===== config.mk =====
export PLATFORM = sky130hd
export DESIGN_NAME = i2c_codec_target
export DESIGN_NICKNAME = d
export VERILOG_FILES = /design/src/rtl/i2c_pkg.sv /design/src/rtl/i2c_bus_sync.sv /design/src/rtl/i2c_codec_target.sv
export SDC_FILE = /design/constraint.sdc
export NUM_CORES = 1
export LEC_CHECK = 0
export CORE_UTILIZATION = 43
export DETAILED_ROUTE_END_ITERATION = 8
export PLACE_DENSITY_LB_ADDON = 0.15
export RECOVER_POWER = 100
export SLEW_MARGIN = 0
export SYNTH_ARGS = -nofsm -noshare
export SYNTH_HDL_FRONTEND = slang
export SYNTH_SLANG_ARGS = --single-unit

===== constraint.sdc =====
create_clock -name i_clk -period 2.1 [get_ports i_clk]
set_input_delay 0.315 -clock i_clk [delete_from_list [all_inputs] [get_ports i_clk]]
set_output_delay 0.315 -clock i_clk [all_outputs]
set_load 0.02 [all_outputs]

===== src/rtl/i2c_pkg.sv =====
// Shared types and constants for the WM8731-style I2C control-port target.
package i2c_pkg;

    typedef enum logic [2:0] {
        StIdle    = 3'd0,
        StAddr    = 3'd1,
        StAckAddr = 3'd2,
        StReg     = 3'd3,
        StAckReg  = 3'd4,
        StData    = 3'd5,
        StAckData = 3'd6,
        StIgnore  = 3'd7
    } state_e;

    localparam logic [6:0]  DEV_ADDR_DEF  = 7'b0011010;
    localparam logic [6:0]  RESET_REG_DEF = 7'h0F;
    localparam int unsigned REG_W         = 9;

endpackage


===== src/rtl/i2c_bus_sync.sv =====
// Synchronises SCL/SDA into the system clock domain and flags SCL edges and START/STOP.
module i2c_bus_sync (
    input  logic i_clk,
    input  logic i_rst_n,
    input  logic i_scl,
    input  logic i_sda,
    output logic o_scl_rise,
    output logic o_scl_fall,
    output logic o_start,
    output logic o_stop,
    output logic o_sda
);

    logic [1:0] scl_sync_q, sda_sync_q;
    logic       scl_hist_q, sda_hist_q;
    logic       scl;

    always_ff @(posedge i_clk or negedge i_rst_n) begin
        if (!i_rst_n) begin
            scl_sync_q <= 2'b11;
            sda_sync_q <= 2'b11;
            scl_hist_q <= 1'b1;
            sda_hist_q <= 1'b1;
        end else begin
            scl_sync_q <= {scl_sync_q[0], i_scl};
            sda_sync_q <= {sda_sync_q[0], i_sda};
            scl_hist_q <= scl_sync_q[1];
            sda_hist_q <= sda_sync_q[1];
        end
    end

    assign scl   = scl_sync_q[1];
    assign o_sda = sda_sync_q[1];

    assign o_scl_rise = scl & ~scl_hist_q;
    assign o_scl_fall = ~scl & scl_hist_q;
    // SDA may only move while SCL is high for START/STOP, so require SCL high on both samples
    assign o_start    = scl & scl_hist_q & sda_hist_q & ~o_sda;
    assign o_stop     = scl & scl_hist_q & ~sda_hist_q & o_sda;

endmodule


===== src/rtl/i2c_codec_target.sv =====
// Write-only I2C target shadowing the WM8731 control registers; ACKs valid writes and
// commits each 9-bit value into a local register file.
module i2c_codec_target
    import i2c_pkg::*;
#(
    parameter logic [6:0]  DEV_ADDR  = DEV_ADDR_DEF,
    parameter int unsigned NUM_REGS  = 10,
    parameter logic [6:0]  RESET_REG = RESET_REG_DEF
) (
    input  logic                      i_clk,
    input  logic                      i_rst_n,
    input  logic                      i_scl,
    input  logic                      i_sda,
    output logic                      o_sda_oe,
    output logic                      o_wr_valid,
    output logic [6:0]                o_wr_addr,
    output logic [8:0]                o_wr_data,
    output logic [NUM_REGS*REG_W-1:0] o_regs,
    output logic [7:0]                o_nack_count,
    output logic [2:0]                o_state
);

    logic scl_rise, scl_fall, bus_start, bus_stop, sda;

    i2c_bus_sync u_bus_sync (
        .i_clk      (i_clk),
        .i_rst_n    (i_rst_n),
        .i_scl      (i_scl),
        .i_sda      (i_sda),
        .o_scl_rise (scl_rise),
        .o_scl_fall (scl_fall),
        .o_start    (bus_start),
        .o_stop     (bus_stop),
        .o_sda      (sda)
    );

    state_e                    state_q, state_d;
    logic [2:0]                cnt_q, cnt_d;
    logic                      byte_done_q, byte_done_d;
    logic [7:0]                shift_q, shift_d;
    logic [6:0]                reg_addr_q, reg_addr_d;
    logic                      msb_q, msb_d;
    logic                      sda_oe_q, sda_oe_d;
    logic                      wr_valid_q, wr_valid_d;
    logic [6:0]                wr_addr_q, wr_addr_d;
    logic [8:0]                wr_data_q, wr_data_d;
    logic [NUM_REGS*REG_W-1:0] regs_q, regs_d;
    logic [7:0]                nack_q, nack_d;

    always_ff @(posedge i_clk or negedge i_rst_n) begin
        if (!i_rst_n) begin
            state_q     <= StIdle;
            cnt_q       <= '0;
            byte_done_q <= 1'b0;
            shift_q     <= '0;
            reg_addr_q  <= '0;
            msb_q       <= 1'b0;
            sda_oe_q    <= 1'b0;
            wr_valid_q  <= 1'b0;
            wr_addr_q   <= '0;
            wr_data_q   <= '0;
            regs_q      <= '0;
            nack_q      <= '0;
        end else begin
            state_q     <= state_d;
            cnt_q       <= cnt_d;
            byte_done_q <= byte_done_d;
            shift_q     <= shift_d;
            reg_addr_q  <= reg_addr_d;
            msb_q       <= msb_d;
            sda_oe_q    <= sda_oe_d;
            wr_valid_q  <= wr_valid_d;
            wr_addr_q   <= wr_addr_d;
            wr_data_q   <= wr_data_d;
            regs_q      <= regs_d;
            nack_q      <= nack_d;
        end
    end

    always_comb begin
        state_d     = state_q;
        cnt_d       = cnt_q;
        byte_done_d = byte_done_q;
        shift_d     = shift_q;
        reg_addr_d  = reg_addr_q;
        msb_d       = msb_q;
        sda_oe_d    = sda_oe_q;
        wr_valid_d  = 1'b0;
        wr_addr_d   = wr_addr_q;
        wr_data_d   = wr_data_q;
        regs_d      = regs_q;
        nack_d      = nack_q;

        if (bus_stop) begin
            state_d     = StIdle;
            sda_oe_d    = 1'b0;
            cnt_d       = '0;
            byte_done_d = 1'b0;
        end else if (bus_start) begin
            state_d     = StAddr;
            sda_oe_d    = 1'b0;
            cnt_d       = '0;
            byte_done_d = 1'b0;
        end else begin
            unique case (state_q)
                StAddr, StReg, StData: begin
                    if (scl_rise) begin
                        shift_d = {shift_q[6:0], sda};
                        cnt_d   = cnt_q + 3'd1;
                        if (cnt_q == 3'd7) byte_done_d = 1'b1;
                    end else if (scl_fall && byte_done_q) begin
                        // Falling edge closing bit 8: decide ACK and drive it for the 9th clock
                        byte_done_d = 1'b0;
                        cnt_d       = '0;
                        if (state_q == StAddr) begin
                            if (shift_q[7:1] == DEV_ADDR && !shift_q[0]) begin
                                state_d  = StAckAddr;
                                sda_oe_d = 1'b1;
                            end else begin
                                state_d = StIgnore;
                                if (shift_q[7:1] == DEV_ADDR && nack_q != 8'hFF) begin
                                    nack_d = nack_q + 8'd1;
                                end
                            end
                        end else if (state_q == StReg) begin
                            reg_addr_d = shift_q[7:1];
                            msb_d      = shift_q[0];
                            state_d    = StAckReg;
                            sda_oe_d   = 1'b1;
                        end else if (32'(reg_addr_q) < NUM_REGS || reg_addr_q == RESET_REG) begin
                            state_d    = StAckData;
                            sda_oe_d   = 1'b1;
                            wr_valid_d = 1'b1;
                            wr_addr_d  = reg_addr_q;
                            wr_data_d  = {msb_q, shift_q};
                            if (reg_addr_q == RESET_REG) begin
                                regs_d = '0;
                            end else begin
                                for (int unsigned k = 0; k < NUM_REGS; k++) begin
                                    if (32'(reg_addr_q) == k) begin
                                        regs_d[k*REG_W +: REG_W] = {msb_q, shift_q};
                                    end
                                end
                            end
                        end else begin
                            state_d = StIgnore;
                            if (nack_q != 8'hFF) nack_d = nack_q + 8'd1;
                        end
                    end
                end
                StAckAddr, StAckReg, StAckData: begin
                    if (scl_fall) begin
                        sda_oe_d = 1'b0;
                        if (state_q == StAckAddr)     state_d = StReg;
                        else if (state_q == StAckReg) state_d = StData;
                        else                          state_d = StIgnore;
                    end
                end
                default: ;
            endcase
        end
    end

    assign o_sda_oe     = sda_oe_q;
    assign o_wr_valid   = wr_valid_q;
    assign o_wr_addr    = wr_addr_q;
    assign o_wr_data    = wr_data_q;
    assign o_regs       = regs_q;
    assign o_nack_count = nack_q;
    assign o_state      = state_q;

endmodule


==> Yosys cells after proc, flatten, opt, wreduce, memory -nomap -nowiden <==
Cells that the tools add are included.
{ "totals": {"register_bits": 145, "input_bits": 4, "output_inout_bits": 119} }
{ "classes": {"n_addsub": 2, "n_lt_le_gt_ge": 1, "eq_ne": 29, "muxes": 58, "bitwise_logic": 16, "reduce_logical": 40} }
{ "ops": {"columns": ["operator", "count"], "rows": [
  ["2-to-1 mux 9 bit", 10],
  ["2-to-1 mux 90 bit", 1],
  ["AND reduction 9 bit", 10],
  ["2-to-1 mux 8 bit", 6],
  ["2-to-1 mux 3 bit", 13],
  ["equality test 7 x 3 -> 1 bit (second input constant)", 4],
  ["2-to-1 mux 1 bit", 24],
  ["nonzero test 2 bit", 11],
  ["equality test 7 x 4 -> 1 bit (second input constant)", 3],
  ["equality test 7 x 2 -> 1 bit (second input constant)", 2],
  ["equality test 3 bit (second input constant)", 4],
  ["inequality test 4 bit (second input constant)", 3],
  ["AND reduction 10 bit", 1],
  ["NOT 1 bit", 9],
  ["adder 8 x 1 -> 8 bit (second input constant)", 1],
  ["inequality test 8 bit (second input constant)", 1],
  ["AND reduction 4 bit", 2],
  ["AND reduction 8 bit", 1],
  ["nonzero test 4 bit", 2],
  ["AND 1 bit", 7],
  ["equality test 7 x 1 -> 1 bit (second input constant)", 1],
  ["equality test 7 x 5 -> 1 bit (second input constant)", 1],
  ["zero test 7 bit", 1],
  ["less-than comparator 7 x 4 -> 1 bit (second input constant)", 1],
  ["other kinds (20)", 27]
]} }

==> Logic depth before layout (Yosys ltp) <==
{ "depth": {"depth_word": 10, "depth_mapped": 7, "mapped_depth_nobuf": 5} }

==> By module <==
Synthesis repeated with hierarchy kept, for this count alone.
{ "hier_totals": {"cells_unflattened": 495, "area_unflattened_um2": 5883.1} }
{ "by_module_without_submodules": {"columns": ["module", "instances", "cells_per_inst", "area_per_inst_um2", "seq_area_each_um2"], "rows": [
  ["i2c_codec_target", 1, 485, 5693.0, 3478.3],
  ["i2c_bus_sync", 1, 10, 190.2, 157.7]
]} }

==> Worst setup path before layout <==
Ideal clock, no wire load.
{ "synth_timing": {"path_type": "register to register", "from": "register state_q[2] (netlist: o_state[2])", "to": "register nack_q[1] (netlist: o_nack_count[1])", "setup_ns": 0.128, "arrival_time_ns": 1.790, "t_required_ns": 1.972, "slack_ns": 0.182, "path_stages_with_launch": 7, "cell_sequence": "dfrtp_1 buf_4 nor3b_1 and4bb_1 a311oi_2 nand2_2 mux2_1"} }
{ "synth_via": {"elab_chain_cells": 3, "word_cells_on_any_way": 11, "cone_classes": "eq/ne: 7; mux: 1; reduce/logical: 3"} }
{ "synth_lines": {"columns": ["element", "line", "source"], "rows": [
  ["start: declaration", "i2c_codec_target.sv:37", "state_e state_q, state_d;"],
  ["start signal: assignment", "i2c_codec_target.sv:52", "state_q <= StIdle;"],
  ["start signal: assignment", "i2c_codec_target.sv:65", "state_q <= state_d;"],
  ["equality test 3 x 1 -> 1 bit (tied with other cells)", "i2c_codec_target.sv:105, i2c_codec_target.sv:115", null],
  ["inequality test 2 x 1 -> 1 bit (no line) (tied with other cells)", null, null],
  ["AND reduction 10 bit (no line)", null, null],
  ["end signal: assignment", "i2c_codec_target.sv:76", "nack_q <= nack_d;"],
  ["end: declaration", "i2c_codec_target.sv:48", "logic [7:0] nack_q, nack_d;"]
]} }
Several ways; a longest one is shown, not always the timed one.
A chain may end at the register's enable or synchronous reset.

==> Worst setup path after layout <==
{ "layout_timing": {"from": "register u_bus_sync.scl_sync_q[1]", "to": "register wr_data_q[7] (netlist: o_wr_data[7])"} }
{ "layout_via": {"elab_chain_cells": 5, "word_cells_on_any_way": 13, "cone_classes": "bitwise: 11; reduce/logical: 2"} }
{ "layout_lines": {"columns": ["element", "line", "source"], "rows": [
  ["start: declaration", "i2c_bus_sync.sv:14", "logic [1:0] scl_sync_q, sda_sync_q;"],
  ["start signal: assignment", "i2c_bus_sync.sv:25", "scl_sync_q <= {scl_sync_q[0], i_scl};"],
  ["AND 1 bit", "i2c_bus_sync.sv:38, i2c_bus_sync.sv:39", null],
  ["AND 1 bit, on equally long branches (2 in a row)", "i2c_bus_sync.sv:39, i2c_bus_sync.sv:38", null],
  ["NOT 1 bit (no line)", null, null],
  ["AND reduction 8 bit (no line) *", null, null],
  ["end signal: assignment", "i2c_codec_target.sv:74", "wr_data_q <= wr_data_d;"],
  ["end: declaration", "i2c_codec_target.sv:46", "logic [8:0] wr_data_q, wr_data_d;"]
]} }
Every way passes the cells marked *; elsewhere a longest branch is shown, timed or not.

==> flow_summary.toml <==
[sta]
fmax_ghz = 0.5048
period_minus_slack_ns = 1.981
setup_ws_ns = 0.1191
fin_crit_sh = 0.9433
worst_pin_slew_ns = 1.189
rsz0062_at_grt = "no"
hold_viol = 0
setup_viol = 0
final.setup.tns_ns = 0
drv_slew = 0
slew-limit-headroom = 0.2071
final.setup_skew_ns = 0.008048

[clock_tree]
insertion_delay_ns = 0.42
cts_made_buffers = 17
cts.clk_slew.worst_paths_ns = 0.05
htree_levels = 4
cts_setup_buffers = 0
cts_buffer_depth = 2
cts-root-buf = "clkbuf_16"
tritoncts = "done"
clock_sinks = 145

[min_path]
hp-class = "reg -> reg"

[cells_and_area]
stdcell_count = 833
seqCellArea_um2 = 3636
multi_input_area_um2 = 1986
synthToLayoutAreaGrowth_pct = 37.43
drive_above_1_share = 0.1710
mostFrequentLayoutCell = "dfrtp_1"
final_cell_mix = "dfrtp_1, dlygate4sd3_1, nand2_1, o21ai_0, mux2_2"
n_fill_cell = 1046
fin_nets = 656
antenna_cells = 0
final_area_um2 = 7896

[critical_path]
reg2reg_depth = 4
r2r_slack_ns = 0.12
cp.arrival_ns = 2.27
critical_path_class = "reg -> reg"
cp-endpoint = "o_wr_data[7]$_DFFE_PN0P_"
cp-start-kind = "flip-flop"
worstPathCellList = "nand4b_2 -> and4bb_1 -> nand2_2 -> mux2_2"
endpoint_kind = "flip-flop"
cp-startpoint = "u_bus_sync.scl_sync_q[1]$_DFF_PN1_"
rr_startpoint = "u_bus_sync.scl_sync_q[1]$_DFF_PN1_"
critical_path.max_fanout = 16
worstReg2RegEnd = "o_wr_data[7]$_DFFE_PN0P_"
cp.required_ns = 2.39
max_stage_delay_ns = 0.65
cp_slowest_cell = "dfstp_1"

[placed_design]
gp_congestion = 0.8437
dp.cells = 801
dpl.hpwl_mm = 9.464
dp_slack_ns = 0.1584
place_area_um2 = 7373
port_buffers = 122

[yosys]
synthArstFlopShare = 1.000
ys.flop_type = "dfrtp_1"
ys_types = 46
synth_area_leader_cell = "dfrtp_1"
syn_nets = 500
yosysTopAreaCellShare = 0.6054
syn_avg_cell_area_um2 = 11.65
ys_warn_count = 0
netlist_area_um2 = 5746
synth_edf_count = 0
ys_seq_area_frac = 0.6328
ys_top_cells_by_area = "dfrtp_1, nand2_1, o21ai_0"
syn_inst = 493
synth_seq_cells = 145

[power]
power.density_nw_per_um2 = 799.1
power_frac_comb = 0.101
internal_power_mw = 4.726
power_leakage_nw = 3.930
swShare = 0.2511
seq_power_share = 0.467
clkPwrFrac = 0.432
ir_worst_vdd_mv = 1.163
p_switching_mw = 1.584

[grt]
grt_pass1_wl_mm = 22.19
antenna_found_initial = 0
overflow = 0
first_global_vias = 4147
grt_max_degree = 60
grtUsageTotal = 0.2094

[detailed_routing]
drt_first_pass_iters = 4
avgRoutedWirePerCell_um = 16.32
drtIter0Drc = 314
totalWireLength_mm = 13.59
drc = 0
final_antenna_net_count = 0
viasPerCell = 5.068
vias = 4222

[die]
start_util = 0.4480
num_rows = 41
io_pins = 123
core_area_um2 = 12820
dieHeight_um = 117.6
die-area_um2 = 13830
die_w_um = 117.6

[run]
max_cap_viol_count = 0

[run_status]
outcome = "completed"
-- metal layers --
metal	wire length, um	global-route usage
met1	6067	0.2691
met2	6791	0.3395
met3	580	0.06105
met4	153	0.06971
met5	0	0
-- power groups by stage --
stage	Combinational [mW]	Clock (mW)	Sequential (mW)
floorplan	0.246	0	3.00
global placement	0.653	0	2.99
detailed placement	0.662	0	3.00
CTS	0.665	2.79	2.95
global route	0.699	2.91	2.96
finish	0.634	2.73	2.95
-- per-stage QoR --
| stage | hold WS [ns] | utilization | power, mW |
|---|---|---|---|
| 2_1_floorplan | 0.01941 | - | 3.251 |
| 3_3_place_gp | 0.2787 | 0.5749 | 3.648 |
| 3_5_place_dp | 0.2831 | 0.5749 | 3.661 |
| 4_1_cts | 0.2878 | 0.6180 | 6.404 |
| 5_1_grt | 0.3689 | 0.6157 | 6.566 |
| 6_report | 0.3594 | 0.6157 | 6.310 |
-- worst max-delay path: cells and delay by family, from the launching register on --
family	cells	cell delay (ns)
AND/OR/NAND/NOR	3	0.81
flip-flops	1	0.65
multiplexers	1	0.39
-- timing repair --
| item | in CTS | in global routing |
|---|---|---|
| hold endpoints to repair | 45 | 0 |
| setup endpoints to repair | 0 | 1 |
| hold buffers | 1 | 0 |
| gates resized for setup | 0 | 1 |
-- flip-flops by register name, indices dropped and copies added, names as in the netlist, 3 cells and up --
signal        count
reg_addr_q        7
shift_q           8
o_state           3
o_wr_addr         7
o_wr_data         9
o_regs           90
cnt_q             3
o_nack_count      8
-- kinds of logic after synthesis --
family / count (synthesis) / share of synthesized area
AO/OA/AOI/OAI: 114 / 0.1091
AND/OR/NAND/NOR: 168 / 0.1535
flip-flops: 145 / 0.6328
multiplexers: 31 / 0.06076
adder cells (fa/ha/maj): 3 / 0.006534
buffers and inverters: 22 / 0.02199
XOR/XNOR: 10 / 0.01524
-- final cells by class --
type | count | share of cell area
well taps | 172 | 0.02725
repair buffers | 158 | 0.1916
flip-flops and latches | 145 | 0.4605
clock buffers | 22 | 0.06132
inverters | 1 | 0.0004754
clock inverters | 9 | 0.007447
multi-input cells | 326 | 0.2515
-- cells in the mapped netlist, drive strengths merged (5+ instances only) --
master,n
mux2,31
nor2,7
and2,5
nand2,112
dfstp,6
nand3,10
xnor2,10
dfrtp,139
nand4,8
o21ai,98
buf,21
and3,5
-- worst min-delay path by stage --
| stage | start | end | depth (start not counted) |
|---|---|---|---|
| global route | u_bus_sync.sda_sync_q[0]$_DFF_PN1_ | u_bus_sync.sda_sync_q[1]$_DFF_PN1_ | 0 |
| floorplan | i_rst_n | byte_done_q$_DFFE_PN0P_ | 0 |
| detailed placement | i_rst_n | o_regs[71]$_DFFE_PN0P_ | 1 |
| global placement | i_rst_n | o_regs[63]$_DFFE_PN0P_ | 1 |
| CTS | i_scl | u_bus_sync.scl_sync_q[0]$_DFF_PN1_ | 1 |
| finish | u_bus_sync.sda_sync_q[0]$_DFF_PN1_ | u_bus_sync.sda_sync_q[1]$_DFF_PN1_ | 0 |
(Power assumes the default switching activity.)
